[config.mk]
export PLATFORM = sky130hd
export DESIGN_NAME = transform_scheduler_flat
export DESIGN_NICKNAME = d
export VERILOG_FILES = /design/src/rtl/transform_scheduler_if.sv /design/src/rtl/transform_scheduler.sv /design/src/flat_wrapper.sv
export SDC_FILE = /design/constraint.sdc
export NUM_CORES = 1
export LEC_CHECK = 0
export CAP_MARGIN = 20
export CORE_ASPECT_RATIO = 1.75
export CORE_MARGIN = 10
export CORE_UTILIZATION = 50
export CTS_CLUSTER_DIAMETER = 60
export CTS_CLUSTER_SIZE = 28
export DETAILED_ROUTE_END_ITERATION = 10
export PLACE_DENSITY = 0.79
export REMOVE_ABC_BUFFERS = 1
export SLEW_MARGIN = 20
export SYNTH_ARGS = -nofsm -noshare
export SYNTH_HDL_FRONTEND = slang
export SYNTH_SLANG_ARGS = --single-unit
[constraint.sdc]
create_clock -name clk -period 2.2 [get_ports clk]
set_input_delay 0.66 -clock clk [delete_from_list [all_inputs] [get_ports clk]]
set_output_delay 0.66 -clock clk [all_outputs]
set_load 0.01 [all_outputs]
[src/rtl/transform_scheduler_if.sv]
// Handshake and control bundle between the transform scheduler and its environment.
// The scheduler connects through the slave modport; a driver or testbench uses master.
interface transform_scheduler_if;
   logic       start;
   logic [5:0] qp_in;
   logic       in_valid;
   logic       in_ready;
   logic       pipe_enable;
   logic [3:0] qp_by_6;
   logic [2:0] qp_mod_6;
   logic       out_valid;
   logic       out_ready;
   logic [3:0] blk_idx;
   logic       mb_done;
   logic       busy;

   modport master (
      output start, qp_in, in_valid, out_ready,
      input  in_ready, pipe_enable, qp_by_6, qp_mod_6, out_valid, blk_idx, mb_done, busy
   );

   modport slave (
      input  start, qp_in, in_valid, out_ready,
      output in_ready, pipe_enable, qp_by_6, qp_mod_6, out_valid, blk_idx, mb_done, busy
   );
endinterface

[src/rtl/transform_scheduler.sv]
// Sequences one macroblock of 4x4 residual blocks through the transform/quant/invquant/invtran
// datapath, tracking in-flight blocks with a valid shift register and decoding QP for the quantisers.
module transform_scheduler #(
   parameter int PIPE_LAT      = 4,
   parameter int BLOCKS_PER_MB = 16
) (
   input logic                  clk,
   input logic                  reset,
   transform_scheduler_if.slave bus
);

   typedef enum logic [1:0] {IDLE, RUN, DRAIN} state_t;

   localparam int            CW   = $clog2(BLOCKS_PER_MB + 1);
   localparam logic [CW-1:0] LAST = CW'(BLOCKS_PER_MB - 1);

   state_t              state;
   logic [PIPE_LAT-1:0] valid_sr;
   logic [CW-1:0]       in_cnt;
   logic [CW-1:0]       out_cnt;
   logic [3:0]          qp_by_6_q;
   logic [2:0]          qp_mod_6_q;
   logic                mb_done_q;

   logic                stall;
   logic                accept;
   logic                xfer;
   logic [5:0]          qp_clamped;

   // NOTE: in_ready and pipe_enable must react to out_ready in the same cycle, so they are
   // decoded combinationally from registered state rather than registered themselves.
   assign stall           = valid_sr[PIPE_LAT-1] & ~bus.out_ready;
   assign bus.in_ready    = (state == RUN) & ~stall;
   assign bus.pipe_enable = (state != IDLE) & ~stall;
   assign accept          = bus.in_valid & bus.in_ready;
   assign xfer            = valid_sr[PIPE_LAT-1] & bus.out_ready;
   assign qp_clamped      = (bus.qp_in > 6'd51) ? 6'd51 : bus.qp_in;

   assign bus.out_valid = valid_sr[PIPE_LAT-1];
   assign bus.blk_idx   = 4'(out_cnt);
   assign bus.qp_by_6   = qp_by_6_q;
   assign bus.qp_mod_6  = qp_mod_6_q;
   assign bus.mb_done   = mb_done_q;
   assign bus.busy      = (state != IDLE);

   // NOTE: all state uses non-blocking assignments so every register samples pre-edge values.
   always_ff @(posedge clk or negedge reset) begin
      if (!reset) begin
         state      <= IDLE;
         valid_sr   <= '0;
         in_cnt     <= '0;
         out_cnt    <= '0;
         qp_by_6_q  <= '0;
         qp_mod_6_q <= '0;
         mb_done_q  <= 1'b0;
      end else begin
         mb_done_q <= 1'b0;

         if (bus.pipe_enable)
            valid_sr <= (valid_sr << 1) | PIPE_LAT'(accept);

         case (state)
            IDLE: begin
               if (bus.start) begin
                  qp_by_6_q  <= 4'(qp_clamped / 6'd6);
                  qp_mod_6_q <= 3'(qp_clamped % 6'd6);
                  state      <= RUN;
               end
            end
            RUN: begin
               if (accept) begin
                  in_cnt <= in_cnt + CW'(1);
                  if (in_cnt == LAST)
                     state <= DRAIN;
               end
            end
            default: ;
         endcase

         // The final output transfer closes the macroblock and overrides the case above.
         if (xfer) begin
            if (out_cnt == LAST) begin
               state     <= IDLE;
               mb_done_q <= 1'b1;
               in_cnt    <= '0;
               out_cnt   <= '0;
            end else begin
               out_cnt <= out_cnt + CW'(1);
            end
         end
      end
   end

endmodule

[src/flat_wrapper.sv]
// flat-port wrapper written by rule: the top's interface ports become plain ports
module transform_scheduler_flat 
#(
   parameter int PIPE_LAT      = 4,
   parameter int BLOCKS_PER_MB = 16
)
  (clk, reset, bus_start, bus_qp_in, bus_in_valid, bus_out_ready, bus_in_ready, bus_pipe_enable, bus_qp_by_6, bus_qp_mod_6, bus_out_valid, bus_blk_idx, bus_mb_done, bus_busy);
  transform_scheduler_if bus_i ();
  input logic clk;
  input logic reset;
  input wire logic [$bits(bus_i.start)-1:0] bus_start;
  input wire logic [$bits(bus_i.qp_in)-1:0] bus_qp_in;
  input wire logic [$bits(bus_i.in_valid)-1:0] bus_in_valid;
  input wire logic [$bits(bus_i.out_ready)-1:0] bus_out_ready;
  output wire logic [$bits(bus_i.in_ready)-1:0] bus_in_ready;
  output wire logic [$bits(bus_i.pipe_enable)-1:0] bus_pipe_enable;
  output wire logic [$bits(bus_i.qp_by_6)-1:0] bus_qp_by_6;
  output wire logic [$bits(bus_i.qp_mod_6)-1:0] bus_qp_mod_6;
  output wire logic [$bits(bus_i.out_valid)-1:0] bus_out_valid;
  output wire logic [$bits(bus_i.blk_idx)-1:0] bus_blk_idx;
  output wire logic [$bits(bus_i.mb_done)-1:0] bus_mb_done;
  output wire logic [$bits(bus_i.busy)-1:0] bus_busy;
  assign bus_i.start = bus_start;
  assign bus_i.qp_in = bus_qp_in;
  assign bus_i.in_valid = bus_in_valid;
  assign bus_i.out_ready = bus_out_ready;
  assign bus_in_ready = bus_i.in_ready;
  assign bus_pipe_enable = bus_i.pipe_enable;
  assign bus_qp_by_6 = bus_i.qp_by_6;
  assign bus_qp_mod_6 = bus_i.qp_mod_6;
  assign bus_out_valid = bus_i.out_valid;
  assign bus_blk_idx = bus_i.blk_idx;
  assign bus_mb_done = bus_i.mb_done;
  assign bus_busy = bus_i.busy;
  transform_scheduler #(.PIPE_LAT(PIPE_LAT), .BLOCKS_PER_MB(BLOCKS_PER_MB)) u_core (.clk(clk), .reset(reset), .bus(bus_i));
endmodule
==> results by group, run 1 <==
Route
  – DRC errors left: 0
  – Drt initial violations: between 50 and 60
  – Vias/cell: between 6 and 7
  – Initial DRT Pass Iterations: 5
  – Via total after detailed routing: 1497
  – ANT nets after route: 0
  – Routed wire length: between 4 and 5 mm
  – Post-DR wirelength/cell: about 18 um

Synth
  – Most frequent cell after synthesis: dfrtp_1
  – Synth Register Bits: 24
  – Ys async rst share: 100%
  – Post-synth EDFFs: 0
  – Synth top area cells: dfrtp_1 (39%), nand2_1 (4.4%), ha_1 (4.1%)
  – Post-synth top area share: slightly below 40%
  – Synth cell count leaders: dfrtp_1 (24), nand2_1 (18), nor2_1 (16), o21ai_0 (11), a21oi_1 (9)
  – Unique masters post-synth: 44
  – Yosys top cell by area: dfrtp_1
  – Syn Area/Cell: 8.95 um^2
  – Seq/Total Area, Yosys: 39.2%
  – Number of synthesis warnings: 0
  – Mapped Cells: 171
  – Synth Cell Area: approximately 0.0015 mm^2
  – Primary FF master, synth: dfrtp_1

Critical path
  – WP data arrival: 3040 ps
  – Crit end category: register
  – Crit Path Max Fanout: 4
  – R2R Setup Slk: 580 ps
  – Setup CP Type: in2reg
  – Worst setup SP type: input port
  – CP startpoint: bus_qp_in[4]
  – Worst r2r src: u_core.valid_sr[3]
  – CP Data Required Time: 2320 ps

Floorplanning
  – Die ar.: 0.00576 mm^2
  – Core footprint: 0.00293 mm^2
  – Site Rows: 26
  – DIE WIDTH: ~62 um
  – IO Count: 27
  – Starting Density: 52.3%
  – Die H: 93.2 um

Placed design
  – GPL Wtd Cong: slightly below 1
  – Post-DP Area: 0.00197 mm^2
  – Number of port buffers: 26
  – Final HPWL DP: 3.11 mm

Run status
  – Status: finished, violations left
  – Failing checks: negative setup slack

Final layout
  – Antenna cell count: 0
  – Share of layout cells above drive strength 1: 30.3%
  – Fillers: 199
  – Area delta synth->final: 41.1%
  – Finished Cell Area: 0.00216 mm^2
  – Final net count: ~240

Worst hold path
  – Hold path startpoint: u_core.bus.qp_by_6[3]
  – Worst hold path class: reg2reg

Timing
  – Relative slew slack: approximately 69%
  – Clock period minus worst slack: 2920 ps
  – Max-slew violation count: 0
  – Period utilisation layout: 133%
  – FMAX: 343 MHz
  – RSZ-0062 raised after global routing: true
  – Finish-stage setup viols: 4
  – Clock skew: 2.78 ps
  – Final Hold Vio Count: 0
  – Setup ws final: -719 ps
  – Slew at the pin closest to its max-slew limit: about 460 ps

Power
  – Clock Power Share: between 10% and 20%
  – Sequential share of power: 37.2%
  – Worst vdd ir: 0.000427 V
  – P per Cell Area: 977 mW/mm^2
  – Net Sw Frac: a little over a third
  – Power Total: 2.11 mW
  – P_leak: between 0.9 and 1 nW
  – Psw: 763 uW
  – Pint: 1.35 mW
  – Combinational Power Share: roughly 51%

Global routing
  – Total GRT Usage: 15.9%
  – First-pass GRT wire length: 7.13 mm
  – Grt total ovfl: 0
  – Vias in the first global route: 1566
  – Initial antenna violation count: 0
  – Largest net degree at the start of global routing: 25

Job
  – Max-cap viol count: 0

Clock tree
  – Clock Path Buffers: 2
  – Worst-path clk slew: about 80 ps
  – Root buffer cell: clkbuf_8
  – Num CTS Buffers: 3
  – CTS sink cnt: 24
  – CTS tree: built
  – Depth of the CTS H-tree: 1
  – Clk Latency, worst-skew pair: 260 ps
## stage by stage
step / utilization (%) / std cells / hold slack [ps] / TNS (ps) / worst slack, ps
2_1_floorplan: - / 157 / 364 / -3040 / -896
3_3_place_gp: 67.4 / 240 / 461 / -6480 / -1390
4_1_cts: 72.0 / 247 / 492 / -2360 / -628
5_1_grt: 73.8 / 249 / 541 / -3060 / -788
3_5_place_dp: 67.4 / 240 / 475 / -7200 / -1480
6_report: 73.8 / 249 / 491 / -2760 / -719
## routing by layer
layer / vias up / global-route usage, % / wire length, um
li1: 703 / - / -
met1: 728 / 15.2 / 1580
met2: 52 / 30.0 / 2510
met3: 14 / 2.44 / 200
met4: 0 / 8.24 / 133
met5: - / 0 / 0
## path summary, 6_finish.rpt
kind | end | cells past startpoint
worst min-delay path | u_core.bus.qp_by_6[3] | 2
worst max register to register | u_core.in_cnt[4] | 7
worst min register to register | u_core.bus.qp_by_6[3] | 2
min in group asynchronous | u_core.valid_sr[1] | 2
max in group asynchronous | u_core.bus.qp_mod_6[2] | 2
worst max-delay path | u_core.bus.qp_by_6[0] | 13
## kinds of logic (layout without fill, tap and decap cells)
logic type / after synthesis / after routing / share of synthesized area [%]
AOI/OAI and AO/OA: 49 / 49 / 21.7
muxes: 6 / 6 / 4.58
buffers and inverters: 21 / 71 / 6.38
and+or+nand+nor: 59 / 59 / 20.0
DFF: 24 / 24 / 39.2
xor gates and xnor gates: 7 / 7 / 4.01
adders and majority gates: 5 / 5 / 4.09
## flip-flops by register name (all words and copies together), names as in the netlist
name,count
u_core.out_cnt,5
u_core.in_cnt,5
u_core.valid_sr,4
u_core.bus.qp_mod_6,3
u_core.bus.mb_done,1
u_core.bus.qp_by_6,4
u_core.state,2
## timing repair
action | CTS | global route
gates resized for setup | 42 | 10
hold buffers | 0 | 0
setup endpoints to repair | 6 | 5
pin swaps | 11 | 6
buffers inserted | 4 | 2
## cell type report
class,instances,area [um^2],share of cell area (%)
Clock buffer,3,41.3,1.91
Tap cell,28,35.0,1.62
Sequential cell,24,601,27.8
Timing Repair Buffer,61,517,23.9
Inverter,7,28.8,1.33
Multi-Input combinational cell,126,937,43.4
## power by group through the flow
stage	logic, mW	registers (mW)	clock network (mW)
after floorplan	0.438	0.816	0
after global placement	0.965	0.775	0
after detailed placement	1.01	0.790	0
after CTS	1.06	0.782	0.251
after global routing	1.18	0.812	0.277
final	1.07	0.784	0.252
## layout by cell type (no fill, tap or decap), types with 6 or more instances in the layout
cell type,n
buf_4,34
nand2_1,18
inv_1,6
clkdlybuf4s50_1,17
o21ai_0,10
dfrtp_1,24
a21oi_1,9
nor2_1,14
## critical path: stages
cell and delay, ps:
buf_8 80, ha_4 120, or3b_4 410, nor2_8 120, nor2_2 30, mux2_4 270, ha_4 270, buf_4 150
a211oi_4 340, buf_4 180, o22ai_1 80, a21oi_1 200, o21ai_0 110
Note: power is estimated with default switching activity, not from simulation.
==> inputs of run 2 (changes only) <==
- CAP_MARGIN: 20 -> 0
==> results of run 2 <==
Same layout as run 1: the final DEF is identical, and so are final timing and power.
